File: src/rtl/vga_pkg.sv
// ---------------------------------------------------------------------------
// vga_pkg
//   Shared timing constants for the VGA raster path. The defaults describe
//   640x480@60 Hz from a 100 MHz system clock (4 system clocks per pixel).
//   The totals and sync-window bounds are derived here so that every consumer
//   agrees on them. in_window() is the half-open range test used for the
//   video_on, hsync and vsync decodes.
// ---------------------------------------------------------------------------
package vga_pkg;

  localparam int DEF_CLK_DIV   = 4;

  localparam int DEF_H_DISPLAY = 640;
  localparam int DEF_H_FRONT   = 16;
  localparam int DEF_H_SYNC    = 96;
  localparam int DEF_H_BACK    = 48;

  localparam int DEF_V_DISPLAY = 480;
  localparam int DEF_V_FRONT   = 10;
  localparam int DEF_V_SYNC    = 2;
  localparam int DEF_V_BACK    = 33;

  localparam int DEF_H_TOTAL   = DEF_H_DISPLAY + DEF_H_FRONT + DEF_H_SYNC + DEF_H_BACK;
  localparam int DEF_V_TOTAL   = DEF_V_DISPLAY + DEF_V_FRONT + DEF_V_SYNC + DEF_V_BACK;

  localparam int DEF_HS_START  = DEF_H_DISPLAY + DEF_H_FRONT;
  localparam int DEF_HS_END    = DEF_HS_START + DEF_H_SYNC;
  localparam int DEF_VS_START  = DEF_V_DISPLAY + DEF_V_FRONT;
  localparam int DEF_VS_END    = DEF_VS_START + DEF_V_SYNC;

  // 0 = active-low sync pulses
  localparam bit DEF_SYNC_POL  = 1'b0;

  // True when lo <= value < hi
  function automatic logic in_window(input logic [9:0] value, input int lo, input int hi);
    return (int'(value) >= lo) && (int'(value) < hi);
  endfunction

endpackage

File: src/rtl/pixel_tick_gen.sv
// ---------------------------------------------------------------------------
// pixel_tick_gen
//   Divides the system clock into a one-clock pixel tick every CLK_DIV clocks.
//   The divider counts 0..CLK_DIV-1. p_tick is registered, so it is high in
//   exactly the clock in which the count equals CLK_DIV-1. It is low during
//   reset. With CLK_DIV = 1 no counter exists, and p_tick stays high from the
//   first edge after reset release.
// Ports
//   clk      in   system clock
//   reset_n  in   asynchronous active-low reset
//   p_tick   out  pixel-rate enable pulse
// ---------------------------------------------------------------------------
module pixel_tick_gen
  import vga_pkg::*;
#(
  parameter int CLK_DIV = DEF_CLK_DIV
) (
  input  logic clk,
  input  logic reset_n,
  output logic p_tick
);

  if (CLK_DIV <= 1) begin : g_pass
    always_ff @(posedge clk or negedge reset_n) begin
      if (!reset_n) p_tick <= 1'b0;
      else          p_tick <= 1'b1;
    end
  end else begin : g_div
    localparam int            DW   = $clog2(CLK_DIV);
    localparam logic [DW-1:0] LAST = DW'(CLK_DIV - 1);

    logic [DW-1:0] div;
    logic [DW-1:0] div_next;

    always_comb begin
      div_next = (div == LAST) ? '0 : div + DW'(1);
    end

    // The tick is loaded from the next divider value.
    // This keeps it aligned with div == LAST without a combinational output.
    always_ff @(posedge clk or negedge reset_n) begin
      if (!reset_n) begin
        div    <= '0;
        p_tick <= 1'b0;
      end else begin
        div    <= div_next;
        p_tick <= (div_next == LAST);
      end
    end
  end

endmodule

File: src/rtl/vga_sync_gen.sv
// ---------------------------------------------------------------------------
// vga_sync_gen
//   Raster timing generator. It runs the horizontal and vertical counters on
//   the pixel tick. It produces registered video_on, hsync and vsync that are
//   aligned with x and y.
// Ports
//   clk         in   system clock
//   reset_n     in   asynchronous active-low reset
//   p_tick      out  pixel tick (one clk every CLK_DIV clks)
//   x, y        out  current raster position (10 bits each)
//   video_on    out  1 inside the visible area
//   hsync       out  horizontal sync, asserted level = SYNC_POL
//   vsync       out  vertical sync, asserted level = SYNC_POL
//   frame_tick  out  one-clk pulse when (x,y) becomes (0,V_DISPLAY+1)
// Configuration
//   VGA_FRAME_TICK_EN: when defined, frame_tick is generated. Otherwise it is
//   tied low and the port is kept.
// ---------------------------------------------------------------------------
module vga_sync_gen
  import vga_pkg::*;
#(
  parameter int CLK_DIV   = DEF_CLK_DIV,
  parameter int H_DISPLAY = DEF_H_DISPLAY,
  parameter int H_FRONT   = DEF_H_FRONT,
  parameter int H_SYNC    = DEF_H_SYNC,
  parameter int H_BACK    = DEF_H_BACK,
  parameter int V_DISPLAY = DEF_V_DISPLAY,
  parameter int V_FRONT   = DEF_V_FRONT,
  parameter int V_SYNC    = DEF_V_SYNC,
  parameter int V_BACK    = DEF_V_BACK,
  parameter bit SYNC_POL  = DEF_SYNC_POL
) (
  input  logic       clk,
  input  logic       reset_n,
  output logic       p_tick,
  output logic [9:0] x,
  output logic [9:0] y,
  output logic       video_on,
  output logic       hsync,
  output logic       vsync,
  output logic       frame_tick
);

  localparam int H_TOTAL  = H_DISPLAY + H_FRONT + H_SYNC + H_BACK;
  localparam int V_TOTAL  = V_DISPLAY + V_FRONT + V_SYNC + V_BACK;
  localparam int HS_START = H_DISPLAY + H_FRONT;
  localparam int HS_END   = HS_START + H_SYNC;
  localparam int VS_START = V_DISPLAY + V_FRONT;
  localparam int VS_END   = VS_START + V_SYNC;

  localparam logic [9:0] H_LAST = 10'(H_TOTAL - 1);
  localparam logic [9:0] V_LAST = 10'(V_TOTAL - 1);

  logic [9:0] x_next;
  logic [9:0] y_next;
  logic       video_next;
  logic       hsync_next;
  logic       vsync_next;

  pixel_tick_gen #(.CLK_DIV(CLK_DIV)) u_tick (
    .clk     (clk),
    .reset_n (reset_n),
    .p_tick  (p_tick)
  );

  // The next raster position. The counters move only on the pixel tick, and
  // the explicit wrap keeps x and y inside 0..TOTAL-1.
  always_comb begin
    x_next = x;
    y_next = y;
    if (p_tick) begin
      if (x == H_LAST) begin
        x_next = '0;
        y_next = (y == V_LAST) ? '0 : y + 10'd1;
      end else begin
        x_next = x + 10'd1;
      end
    end
  end

  // The decode runs on the next position and is registered. The outputs
  // therefore change on the same edge as x and y, and they do not glitch.
  always_comb begin
    video_next = in_window(x_next, 0, H_DISPLAY) && in_window(y_next, 0, V_DISPLAY);
    hsync_next = in_window(x_next, HS_START, HS_END) ? SYNC_POL : ~SYNC_POL;
    vsync_next = in_window(y_next, VS_START, VS_END) ? SYNC_POL : ~SYNC_POL;
  end

  always_ff @(posedge clk or negedge reset_n) begin
    if (!reset_n) begin
      x        <= '0;
      y        <= '0;
      video_on <= 1'b0;
      hsync    <= ~SYNC_POL;
      vsync    <= ~SYNC_POL;
    end else begin
      x        <= x_next;
      y        <= y_next;
      video_on <= video_next;
      hsync    <= hsync_next;
      vsync    <= vsync_next;
    end
  end

`ifdef VGA_FRAME_TICK_EN
  localparam logic [9:0] FT_Y = 10'(V_DISPLAY + 1);

  // The pulse is qualified by p_tick. Without it, the position (0,FT_Y)
  // would be seen for CLK_DIV clocks and the pulse would repeat.
  always_ff @(posedge clk or negedge reset_n) begin
    if (!reset_n) frame_tick <= 1'b0;
    else          frame_tick <= p_tick && (x_next == '0) && (y_next == FT_Y);
  end
`else
  assign frame_tick = 1'b0;
`endif

endmodule

File: config.mk
export PLATFORM = sky130hd
export DESIGN_NAME = vga_sync_gen
export DESIGN_NICKNAME = d
export VERILOG_FILES = /design/src/rtl/vga_pkg.sv /design/src/rtl/pixel_tick_gen.sv /design/src/rtl/vga_sync_gen.sv
export SDC_FILE = /design/constraint.sdc
export NUM_CORES = 1
export LEC_CHECK = 0
export CAP_MARGIN = 40
export CORE_MARGIN = 8
export CORE_UTILIZATION = 52
export CTS_CLUSTER_DIAMETER = 50
export CTS_CLUSTER_SIZE = 8
export DETAILED_ROUTE_END_ITERATION = 6
export PLACE_DENSITY = 0.9
export SYNTH_ARGS = -nofsm -noshare
export SYNTH_HDL_FRONTEND = slang
export SYNTH_SLANG_ARGS = --single-unit
File: constraint.sdc
create_clock -name clk -period 2 [get_ports clk]
set_input_delay 0.3 -clock clk [delete_from_list [all_inputs] [get_ports clk]]
set_output_delay 0.3 -clock clk [all_outputs]
set_load 0.02 [all_outputs]
; ---- Word level (Yosys, flattened, before mapping)
; Cells that the tools add are included.
[totals]
memories = 0
latchBits = 0
mem_bits_ro = 0
register_bits = 26
input_bits = 2
elab_cells = 31
ram_bits = 0
output_inout_bits = 25
[classes]
div_mod_pow = 0
reduce_logical = 3
eq_ne = 4
muxes = 8
n_lt_le_gt_ge = 6
mul = 0
bitwise = 0
shifts = 0
n_addsub = 3
[ops]
columns = operator, n
row1 = $mux W10, 5
row2 = $add A10 B1 Y10 const B, 2
row3 = $eq A10 B10 Y1 const B, 2
row4 = $lt A10 B10 Y1 const B, 2
row5 = $lt A10 B9 Y1 const B, 2
row6 = $ge A10 B10 Y1 const B, 1
row7 = $ge A10 B9 Y1 const B, 1
row8 = $eq A2 B2 Y1 const B, 2
row9 = $logic_and A1 B1 Y1, 3
row10 = $add A2 B1 Y2 const B, 1
row11 = $mux W1, 2
row12 = $mux W2, 1

; ---- Depth between registers and ports, before layout
[depth]
word_depth = 7
mapped_depth = 7
mapped_depth_nobuf = 7

; ---- Hierarchy
; From an unflattened synthesis, not the netlist that was laid out.
[unflattened]
hier_cells = 143
hier_area_um2 = 1415.1
[modules_own_cells]
columns = module, cells_each, seq_area_each_um2, instances, area_per_inst_um2
row1 = vga_sync_gen, 135, 578.1, 1, 1303.8
row2 = pixel_tick_gen, 8, 75.1, 1, 111.4

; ---- Worst setup path before layout
; No wires, ideal clock.
[synth_timing]
path_kind = flip-flop to flip-flop
from = register y[2]
to = register video_on
arrival_ns = 1.726
synth_period_minus_slack_ns = 1.854
setup_slack_ns = 0.146
path_stages_with_launch = 7
cell_sequence = dfrtp_1 -> buf_4 -> nand3_1 -> or3_4 -> or4_1 -> o21ai_2 -> a211oi_2
[synth_via]
elab_chain_len = 6
word_cells_on_any_way = 7
classes_between = 1 x add/sub / 1 x order compare / 1 x eq/ne / 3 x mux / 1 x reduce/logical
[synth_rtl]
columns = item, line_no
row1 = start: declaration, vga_sync_gen.sv:37  ; output logic [9:0] y,
row2 = start signal: assignment, vga_sync_gen.sv:98  ; y <= y_next;
row3 = $add A10 B1 Y10 or $eq A10 B10 Y1 (tied branches), vga_sync_gen.sv:74  ; y_next = (y == V_LAST) ? '0 : y + 10'd1;
row4 = $mux W10 (*), vga_sync_gen.sv:74
row5 = $mux W10 (*), vga_sync_gen.sv:72  ; if (x == H_LAST) begin
row6 = $mux W10 (*), vga_sync_gen.sv:71  ; if (p_tick) begin
row7 = named net y_next[9], vga_sync_gen.sv:55  ; logic [9:0] y_next;
row8 = $lt A10 B9 Y1 (*), vga_pkg.sv:36  ; return (int'(value) >= lo) && (int'(value) < hi);
row9 = $logic_and A1 B1 Y1 (*), vga_sync_gen.sv:84  ; video_next = in_window(x_next, 0, H_DISPLAY) && in_window(y_next, 0, V_DISPLAY);
row10 = named net video_next, vga_sync_gen.sv:56  ; logic video_next;
row11 = end signal: assignment, vga_sync_gen.sv:99  ; video_on <= video_next;
row12 = end: declaration, vga_sync_gen.sv:38  ; output logic video_on,
; Mark *: on every way through the listed nets, which the timed path passes. The rest lies on a longest branch.

; ---- Worst setup path in the final report
[layout_timing]
from = register u_tick.p_tick
to = output port p_tick
[layout_lines]
columns = item, line_no
row1 = start: declaration, pixel_tick_gen.sv:20  ; output logic p_tick
row2 = start signal: assignment, pixel_tick_gen.sv:47  ; p_tick <= (div_next == LAST);
row3 = end: declaration, vga_sync_gen.sv:35  ; output logic p_tick,
; No word-level cell between the ends.

==> run summary <==
## Worst setup path
- reg -> out — crit path kind
- flip-flop — type of element launching the critical path
- sky130_fd_sc_hd__clkdlybuf4s50_1 — master of the slowest instance on the critical path
- 1.58 ns — critical path data arrival time
- buffers and inverters — dominant delay contributor by cell family on the critical path
- 1.70 ns — worst endpoint required time
- 10 — crit path max fanout
- 1 — Buf+Inv Stages, Crit Path
- clkdlybuf4s50_1 — sequence of cells on the critical path
- 0.68 ns — slowest cell delay on critical path
- output pin — endpoint type of the worst setup path

## Timing
- 532 MHz — Highest Clock Rate
- 0.00687 ns — Post-Route Skew
- 0.330 ns — smallest hold slack
- 0 — Final Slew Violations
- 0.940 — Final Cycle Share
- 0 — Final Setup Violations
- 1.88 ns — Tmin final
- 0 ns — setup tns final
- 0 — endpoints failing hold
- no — unrepaired setup endpoints after global routing

## Synth
- 0.0395 — adder and majority cell fraction of the synthesized area
- sky130_fd_sc_hd__dfrtp_1 — cell accounting for the most synthesized area
- 0.413 — share of the yosys chip area belonging to registers
- 0.0553 — XOR/XNOR Fraction of Synth Area
- 0.00158 mm^2 — netlist area before placement
- 0 — number of synthesized flops with an enable pin
- 1.00 — Synth async-reset ratio
- 26 — total of flip-flops plus latches after synthesis
- 0.286 — Post-Synth Simple-Gate Area
- 165 — number of nets produced by synthesis
- 10.0 um^2 — Synth Area per Inst
- 158 — Gate Count Post-Synth
- 0.379 — proportion of netlist area held by the largest area contributor
- sky130_fd_sc_hd__dfrtp_1 (38%), sky130_fd_sc_hd__ha_1 (4.0%), sky130_fd_sc_hd__dfstp_2 (3.3%) — synth top area cells
- 0 — warning count from the yosys run
- 0.141 — fraction of the mapped netlist area in compound gates
- 56 — Distinct cells, synth
- simple AND/OR/NAND/NOR gates — dominant combinational cell family by area after synthesis
- 0.0126 — multiplexer fraction of the synthesized cell area
- sky130_fd_sc_hd__dfrtp_1 — ys flop type

## Power and ir drop
- 0.291 — Clock power frac
- 0.690 — Sequential Power Share
- 0.600 mW — Cell Int Power
- 0.214 — switching power share of the total
- 0.841 nW — total leakage power
- 0.020 — combinational share of power
- 0.258 mV — Peak VDD IR
- 0.163 mW — net switching power
- 389 mW/mm^2 — pwr/cell area

## Layout
- 23.9% — Syn-to-layout area delta
- 0 — antenna fix cells
- sky130_fd_sc_hd__clkdlybuf4s50_1 — most common cell after layout, fill and taps aside
- 201 — net count reported at finish
- sky130_fd_sc_hd__clkdlybuf4s50_1 (25), sky130_fd_sc_hd__dfrtp_1 (22), sky130_fd_sc_hd__nand2_1 (14) — most frequent cells in the layout
- 0.214 — share of cells above drive strength 1

## Global routing
- 1363 — number of global-route vias before repair
- 0 — initial antenna violation count
- 27 — maximum number of pins on one net before global-route repair
- 0 — global-route congestion overflow total
- 0.165 — gr usage total
- 6790 um — global-route wire length before repair

## Place
- 2900 um — Detailed Place HPWL
- 0.882 — global placer's final weighted congestion
- 25 — input/output buffers

## CTS
- 0.32 ns — Worst-Skew Late Latency
- 3 — number of CTS-inserted buffers
- built — CTS tree
- 1 — H-tree depth
- sky130_fd_sc_hd__clkbuf_4 — cell at the root of the clock tree
- 0 — post-cts hold buffer count
- 2 — buffer depth of the longest clock path
- 26 — # clock sinks
- 0.14 ns — clock transition time at the flip-flop clock pins of the worst setup and hold paths

## Floorplan
- 0.00507 mm^2 — die area
- 20 — number of cell rows
- 0.532 — starting utilization of the core area
- 71.2 um — Die W
- 71.2 um — die height
- 0.00298 mm^2 — Std-Cell Core Area
- 27 — IO Pins

## Route
- 3810 um — Final Routed Wirelength
- 4 — count of TritonRoute iterations in the first routing pass
- 1364 — number of vias in the routed layout
- 0 — post-detailed-route DRC marker count
- 102 — DRC violation total after the first TritonRoute iteration
- 16.9 um — average routed wire per standard cell
- 6.06 — Via-to-Cell Ratio
- 0 — post-detailed-route count of antenna-violating nets

## Min path
- in -> async — HP Class

## Job
- 0 — max-capacitance violation count

## Status
- finished, final reports clean — run status

## what timing repair did
action / 4_1_cts / 5_1_grt
gates resized for setup: 0 / 7
endpoints found under the setup margin: 0 / 7
hold endpoints to repair: 0 / 0
setup buffers: 0 / 1
## power groups by stage
| stage | Sequential, mW | Combinational, mW | Clock, mW |
|---|---|---|---|
| CTS | 0.526 | 0.0157 | 0.231 |
| detailed placement | 0.536 | 0.0156 | 0 |
| global route | 0.526 | 0.0174 | 0.251 |
| floorplan | 0.536 | 0.00313 | 0 |
| global placement | 0.536 | 0.0151 | 0 |
| finish | 0.526 | 0.0149 | 0.222 |
## registers in the layout, summed over array words and instances (netlist names)
register	cells
y	10
hsync	1
video_on	1
u_tick.p_tick	1
x	10
vsync	1
u_tick.g_div.div	2
## cell usage after synthesis (all sizes together) (2+ instances only)
| cell type | number |
|---|---|
| a22oi | 3 |
| nor2 | 9 |
| and3 | 2 |
| a21o | 2 |
| nand4b | 4 |
| o2111ai | 2 |
| o31ai | 2 |
| dfrtp | 24 |
| nor3b | 2 |
| nor4 | 2 |
| inv | 7 |
| and4 | 2 |
| xor2 | 6 |
| dfstp | 2 |
| a21oi | 4 |
| and2 | 3 |
| o21ai | 9 |
| mux2i | 2 |
| xnor2 | 4 |
| nand3 | 7 |
| or3 | 5 |
| buf | 6 |
| or4 | 2 |
| ha | 5 |
| nand2 | 15 |
| nor3 | 5 |
| nand4 | 6 |
## path summary, 6_finish.rpt
kind | slack [ns] | end | cells after the start | from
max in group asynchronous | 1.36 | vsync | 2 | reset_n
min in group clk | 0.47 | u_tick.g_div.div[0] | 1 | u_tick.g_div.div[0]
worst min register to register | 0.47 | u_tick.g_div.div[0] | 1 | u_tick.g_div.div[0]
worst min-delay path | 0.33 | y[0] | 2 | reset_n
worst max-delay path | 0.12 | p_tick | 1 | u_tick.p_tick
worst max register to register | 0.13 | y[6] | 6 | x[6]
## metal layers
metal,up-vias,GRT usage,part of all wire
met5,-,0,0
met4,0,0.0855,0.027
met3,12,0.0325,0.052
met2,38,0.253,0.49
met1,673,0.212,0.43
li1,641,-,-
## per-stage QoR
step                      instances  total power [mW]  area [um^2]   util  worst slack, ns
after floorplan                 158             0.539         1580      -            0.146
after global placement          221             0.551         1910  0.642            0.160
after detailed placement        221             0.551         1910  0.642           0.0773
after CTS                       224             0.772         1930  0.649           0.0275
after global routing            225             0.794         1960  0.658           0.0236
final                           225             0.763         1960  0.658            0.121
## cells by family after synthesis
family                   count (synthesis)
other                                    1
AND/OR/NAND/NOR                         70
AO/OA/AOI/OAI                           30
multiplexers                             2
adder cells (fa/ha/maj)                  5
buffers and inverters                   14
flip-flops                              26
XOR/XNOR                                10
## cell type report
class | instances | area (um^2)
clock buffer | 3 | 22.5
tap | 33 | 41.3
timing repair buffer | 38 | 348
inverter | 7 | 26.3
sequential | 26 | 656
multi-input combinational | 118 | 867
fill | 249 | 1020
Note: power is estimated with default switching activity, not from simulation.
